===== src/rtl/pipe_stall_ctrl.sv =====
// Hazard and stall sequencer for the five-stage pipeline: per-stage hold vector,
// ID/EX bubble and IF/ID flush, plus a stall-cycle counter and a sticky memory timeout.
module pipe_stall_ctrl #(
    parameter int CNT_W       = 32,
    parameter int MEM_TIMEOUT = 255
) (
    input  logic             clk,
    input  logic             rst,
    input  logic             id_rs1_ren,
    input  logic             id_rs2_ren,
    input  logic [4:0]       id_rs1_addr,
    input  logic [4:0]       id_rs2_addr,
    input  logic             ex_is_load,
    input  logic [4:0]       ex_rd_addr,
    input  logic             ex_redirect,
    input  logic             ex_mc_busy,
    input  logic             mem_req,
    input  logic             mem_ack,
    input  logic             if_busy,
    output logic [4:0]       stall_ctrl,
    output logic             id_ex_bubble,
    output logic             if_id_flush,
    output logic [CNT_W-1:0] stall_cycles,
    output logic             mem_timeout_err
);

    localparam int              TO_W   = $clog2(MEM_TIMEOUT + 1);
    localparam logic [TO_W-1:0] TO_MAX = TO_W'(MEM_TIMEOUT);

    typedef enum logic [1:0] {RUN, LU_STALL, MC_WAIT, MEM_WAIT} state_t;

    state_t          state, state_nxt;
    logic            lu;
    logic            mem_wait;
    logic [4:0]      hold;
    logic            bubble, flush;
    logic [TO_W-1:0] to_cnt, to_cnt_nxt;
    logic            err_nxt;

    assign lu = ex_is_load && (ex_rd_addr != 5'd0) &&
                ((id_rs1_ren && (id_rs1_addr == ex_rd_addr)) ||
                 (id_rs2_ren && (id_rs2_addr == ex_rd_addr)));

    // The ack cycle itself is never a memory stall, even while in MEM_WAIT.
    assign mem_wait = !mem_ack && ((state == MEM_WAIT) || mem_req);

    // NOTE: every output of this block gets a default first so no latch is inferred.
    always_comb begin
        hold      = 5'b00000;
        bubble    = 1'b0;
        flush     = 1'b0;
        state_nxt = RUN;
        if (mem_wait) begin
            hold      = 5'b11111;
            state_nxt = MEM_WAIT;
        end else if (ex_mc_busy) begin
            hold      = 5'b11111;
            state_nxt = MC_WAIT;
        end else if (ex_redirect) begin
            bubble = 1'b1;
            flush  = 1'b1;
        end else if (lu && (state != LU_STALL)) begin
            hold      = 5'b00111;
            bubble    = 1'b1;
            state_nxt = LU_STALL;
        end else if (if_busy) begin
            hold   = 5'b00011;
            bubble = 1'b1;
        end
    end

    // Reset gates only the outputs, so no flop's data path depends on rst.
    assign stall_ctrl   = rst ? hold : 5'b11111;
    assign id_ex_bubble = rst && bubble;
    assign if_id_flush  = rst && flush;

    // The entry cycle is the first wait cycle: clear-and-count lands on 1.
    always_comb begin
        to_cnt_nxt = to_cnt;
        if (mem_wait) begin
            if (state != MEM_WAIT)
                to_cnt_nxt = TO_W'(1);
            else if (to_cnt != TO_MAX)
                to_cnt_nxt = to_cnt + 1'b1;
        end
        err_nxt = mem_timeout_err || (mem_wait && (to_cnt_nxt == TO_MAX));
    end

    // NOTE: sequential state uses non-blocking assignments so all flops update together.
    always_ff @(posedge clk or negedge rst) begin
        if (!rst) begin
            state           <= RUN;
            to_cnt          <= '0;
            mem_timeout_err <= 1'b0;
            stall_cycles    <= '0;
        end else begin
            state           <= state_nxt;
            to_cnt          <= to_cnt_nxt;
            mem_timeout_err <= err_nxt;
            if ((hold != 5'b00000) && (stall_cycles != {CNT_W{1'b1}}))
                stall_cycles <= stall_cycles + 1'b1;
        end
    end

endmodule


===== config.mk =====
export PLATFORM = sky130hd
export DESIGN_NAME = pipe_stall_ctrl
export DESIGN_NICKNAME = d
export VERILOG_FILES = /design/src/rtl/pipe_stall_ctrl.sv
export SDC_FILE = /design/constraint.sdc
export NUM_CORES = 1
export LEC_CHECK = 0
export ABC_AREA = 1
export BUFFER_PORTS_ARGS = -buffer_cell sky130_fd_sc_hd__buf_2
export CORE_MARGIN = 2
export CORE_UTILIZATION = 57
export CTS_BUF_LIST = sky130_fd_sc_hd__clkbuf_4
export CTS_CLUSTER_DIAMETER = 40
export DETAILED_ROUTE_END_ITERATION = 16
export HOLD_SLACK_MARGIN = 0.15
export PLACE_DENSITY = 0.93
export REMOVE_ABC_BUFFERS = 1
export SYNTH_ARGS = -nofsm -noshare
export SYNTH_HDL_FRONTEND = slang
export SYNTH_SLANG_ARGS = --single-unit

===== constraint.sdc =====
create_clock -name clk -period 2.2 [get_ports clk]
set_input_delay 0 -clock clk [delete_from_list [all_inputs] [get_ports clk]]
set_output_delay 0 -clock clk [all_outputs]
set_load 0.01 [all_outputs]

## Yosys cells after proc, flatten, opt, wreduce, memory -nomap -nowiden

Index checks and enable logic that the tools add are counted.

| word-level totals | value |
|---|---|
| register bits | 43 |
| bits of input ports | 25 |
| output and inout bits | 40 |

| operators by class | value |
|---|---|
| add/subtract/negate cells | 2 |
| eq/ne operators | 8 |
| multiplexer cells | 21 |
| reductions and logical operators | 16 |

Operators with widths:

| operator | number |
|---|---|
| 32-bit by 1-bit adder with 32-bit output (second input constant) | 1 |
| 32-bit != test (second input constant) | 1 |
| 8-bit two-way mux | 3 |
| 5-bit two-way mux | 3 |
| 5-bit equality test | 2 |
| 1-bit logical AND | 10 |
| 1-bit two-way mux | 10 |
| 5-bit nonzero test | 2 |
| 8-bit by 1-bit adder with 8-bit output (second input constant) | 1 |
| 8-bit equality test (second input constant) | 1 |
| 8-bit != test (second input constant) | 1 |
| 2-bit two-way mux | 3 |
| 3-bit two-way mux | 2 |
| 1-bit logical OR | 3 |
| 2-bit equality test (second input constant) | 1 |
| 2-bit by 1-bit != test with 1-bit output (second input constant) | 1 |
| 2-bit != test (second input constant) | 1 |
| 1-bit logical NOT | 1 |

## Logic depth before layout (Yosys ltp)

| logic depth | value |
|---|---|
| depth after elaboration | 11 |
| depth in mapped cells | 14 |
| depth with buffers taken out | 13 |

## Least setup slack after synthesis

OpenSTA, ideal clock, no wires.

| timing | value |
|---|---|
| kind | flip-flop to flip-flop |
| start point | register stall_cycles[0] |
| end point | register stall_cycles[2] |
| setup time | 0.066 ns |
| arrival | 1.707 ns |
| data required time | 2.134 ns |
| path slack | 0.427 ns |
| stages on the path, launching flop included | 11 |
| clock period less this slack | 1.773 ns |
| cell sequence | dfrtp_1 ha_1 nand3_2 inv_2 nand2_2 nor4_2 nand3_2 nand2_2 buf_4 nand2_1 nand2_1 |

| on the way | value |
|---|---|
| word-level cells in the longest chain between the ends | 2 |
| elaborated cells between the ends (all ways) | 3 |
| classes of those cells | 1 x add/sub; 1 x eq/ne; 1 x reduce/logical |

Ends and longest elaborated chain:

| item | line | source |
|---|---|---|
| from (decl) | 23 | `output logic [CNT_W-1:0] stall_cycles,` |
| from (signal assigned) | 101 | `stall_cycles <= stall_cycles + 1'b1;` |
| branches (longest 2 deep; another with 32-bit by 1-bit adder with 32-bit output) | n/a |  |

Parallel ways; which one is timed is not known.
A chain may end at the register's enable or synchronous reset.

## Worst setup path after layout

| timing | value |
|---|---|
| start point | register stall_cycles[0] |
| end point | register stall_cycles[29] |

The elaborated chain is that of the path after synthesis.

==> results.py <==
metrics = {
    "status": {
        "status": "completed",
    },
    "clock_network": {
        "cts.htree.levels": 2,
        "numCtsBuffers": 5,
        "path_clk_slew_ns": 0.12,
        "clk_latency_ns": 0.36,
        "cts_tree": "built",
        "cts_buffer_depth": 2,
        "root_buffer": "clkbuf_4",
        "clock-sinks": 43,
    },
    "timing": {
        "rsz0062_at_grt": "false",
        "final.min_clock_period_ns": 1.99,
        "fin_hold_ws_ns": 0.235,
        "fmax_ghz": 0.503,
        "drv_slew": 0,
        "worst_slew_pin_slew_ns": 0.539,
        "timing.final.hold_violations": 0,
        "relSlewSlack": 0.640,
        "period_share": 0.904,
        "finalSetupViolCount": 0,
        "clock-skew-final_ns": 0.0133,
    },
    "hold_path": {
        "hp-class": "input pin to register",
        "whs_path_depth": 8,
        "hold_end": "stall_cycles[20]$_DFFE_PN0P_",
        "min_from": "if_busy",
    },
    "grt": {
        "globalRoute.totalOverflow": 0,
        "grt_pass1_vias": 2993,
        "antenna_found_initial": 0,
        "grt_max_degree": 44,
        "grt_usage": 0.269,
        "grt_first_pass_wirelength_um": 12900,
    },
    "critical_path": {
        "worstPathArrival_ns": 2.29,
        "regToRegSetupSlack_ns": 0.21,
        "startpoint_type": "register",
        "rr_startpoint": "stall_cycles[0]$_DFFE_PN0P_",
        "endpoint_kind": "register",
        "worstSetupPathType": "register to register",
        "worstPathCellList": "ha_1 -> nand3_2 -> inv_2 -> nand2_2 -> nor4_2 -> nand3_2 -> nand2_4 -> buf_4 -> nand2_1 -> nand2_1",
        "worstPathMaxFanout": 12,
        "slowest_stage": "dfrtp_1",
        "rr_endpoint": "stall_cycles[29]$_DFFE_PN0P_",
        "crit_required_ns": 2.50,
        "slowest_delay_ns": 0.44,
        "ff2ff_path_depth": 10,
    },
    "die": {
        "die_area_um2": 5800,
        "start_util": 0.585,
        "fp.dieH_um": 76.1,
        "dieWidth_um": 76.1,
        "num_io_pins": 65,
        "fp-row-count": 26,
        "core_um2": 5070,
    },
    "cells_and_area": {
        "final_area_um2": 3450,
        "final_common_cell": "nand2_1",
        "areaGrowthSynthToFinish_pct": 16.4,
        "stdcell_count": 593,
        "final_cell_mix": "nand2_1, buf_2, nor2_1, nand3_1, dfrtp_1",
        "seqCellArea_um2": 1080,
        "fin_nets": 550,
        "nFillCells": 455,
        "n_antenna_cell": 0,
        "drive_gt1_frac": 0.164,
        "multi_input_area_um2": 1670,
    },
    "placement": {
        "detailed_place_hpwl_um": 5690,
        "dpl_cell_area_um2": 3350,
        "port-buffer-count": 64,
        "place_inst": 581,
        "gp_congestion": 0.909,
    },
    "routing": {
        "vias": 3134,
        "final_antenna_net_count": 0,
        "drt_wl_total_um": 7600,
        "post-route-drc-count": 0,
        "wl_per_cell_um": 12.8,
        "via_per_inst": 5.28,
        "drtIter0Drc": 139,
        "firstDrtPassIters": 4,
    },
    "power": {
        "power.leakage_uw": 0.00193,
        "power_density_nw_per_um2": 512,
        "irDropWorstVdd_mv": 0.439,
    },
    "yosys": {
        "netlist_top_cells_area": "dfrtp_1, nand2_1, nand3_1",
        "ys_seq_area_frac": 0.363,
        "synthDistinctLibCells": 23,
        "yosys_register_bits": 43,
        "avgSynthCellArea_um2": 6.55,
        "yosysTopAreaCell": "dfrtp_1",
        "ys_warn_count": 0,
        "synth_top_cell_area_share": 0.363,
        "synth_cells": 453,
        "synthesis.area_um2": 2970,
    },
    "job": {
        "cap_viol_max_count": 0,
    },
}
[sequential cells by signal, indices dropped and copies added, names as in the netlist]
name,cells
mem_timeout_err,1
stall_cycles,32
state,2
to_cnt,8
[cells by family (layout without fill, tap and decap cells)]
| group | Yosys count | count (layout) | share of synthesized area |
|---|---|---|---|
| and+or+nand+nor | 314 | 314 | 0.447 |
| buffers and inverters | 55 | 125 | 0.0772 |
| DFF | 43 | 43 | 0.363 |
| xor gates and xnor gates | 30 | 30 | 0.0886 |
| AOI/OAI and AO/OA | 9 | 9 | 0.0164 |
| adders and majority gates | 2 | 2 | 0.00843 |
[cells in the mapped netlist]
master and n:
a21o_1 1, a21oi_1 5, a31oi_1 1, buf_1 3
buf_2 3, buf_4 5, dfrtp_1 43, ha_1 2
inv_1 41, inv_2 3, nand2_1 178, nand2_2 3
nand3_1 49, nand3_2 2, nand3b_1 4, nand4_1 7
nor2_1 55, nor3_1 13, nor3b_1 2, nor4_2 1
o21ai_0 2, xnor2_1 12, xor2_1 18
[critical path, delay by kind of cell (launching register included)]
kind / cells / cell delay (ns)
AND/OR/NAND/NOR: 7 / 0.94
flip-flops: 1 / 0.44
buffers and inverters: 2 / 0.30
adder cells (fa/ha/maj): 1 / 0.25
[repair_timing]
| item | 4_1_cts | 5_1_grt |
|---|---|---|
| setup endpoints to repair | 0 | 16 |
| endpoints found under the hold margin | 50 | 0 |
| buffers inserted | 0 | 0 |
| hold buffers | 5 | 0 |
| resized for setup | 0 | 3 |
[power breakdown]
part / internal, µW / switching [µW]
sequential: 859 / 101
clock: 113 / 249
combinational: 188 / 258
total: 1160 / 608
[cell type report]
cell class | count | share of cell area
Timing Repair Buffer | 74 | 0.118
Multi-Input combinational cell | 355 | 0.484
Clock buffer | 5 | 0.0109
Sequential cell | 43 | 0.311
Inverter | 44 | 0.0478
Tap cell | 70 | 0.0254
Clock inverter | 2 | 0.00254
[through the flow]
step | utilization | setup slack [ns] | total power [µW] | TNS [ns]
after floorplan | - | -0.104 | 1240 | -3.33
after CTS | 0.679 | 0.109 | 1770 | 0
final | 0.681 | 0.211 | 1770 | 0
after global routing | 0.681 | 0.0211 | 1880 | 0
after detailed placement | 0.660 | 0.190 | 1410 | 0
after global placement | 0.660 | 0.289 | 1390 | 0
[worst max-delay path by stage]
| stage | from | endpoint | slack (ns) | cells past startpoint |
|---|---|---|---|---|
| 6_report | stall_cycles[0]$_DFFE_PN0P_ | stall_cycles[29]$_DFFE_PN0P_ | 0.21 | 10 |
| 2_1_floorplan | stall_cycles[0]$_DFFE_PN0P_ | stall_cycles[0]$_DFFE_PN0P_ | -0.10 | 9 |
| 4_1_cts | state[1]$_DFF_PN0_ | id_ex_bubble | 0.11 | 10 |
| 3_5_place_dp | stall_cycles[0]$_DFFE_PN0P_ | stall_cycles[24]$_DFFE_PN0P_ | 0.19 | 10 |
| 3_3_place_gp | stall_cycles[0]$_DFFE_PN0P_ | stall_cycles[26]$_DFFE_PN0P_ | 0.29 | 10 |
| 5_1_grt | state[1]$_DFF_PN0_ | id_ex_bubble | 0.02 | 10 |
[metal layers]
metal	global-route usage	vias to the layer above	routed length (µm)
li1	-	1557	-
met1	0.320	1465	3110
met2	0.488	98	3910
met3	0.0509	14	449
met4	0.0909	0	140
met5	0	-	0
(Power assumes the default switching activity.)
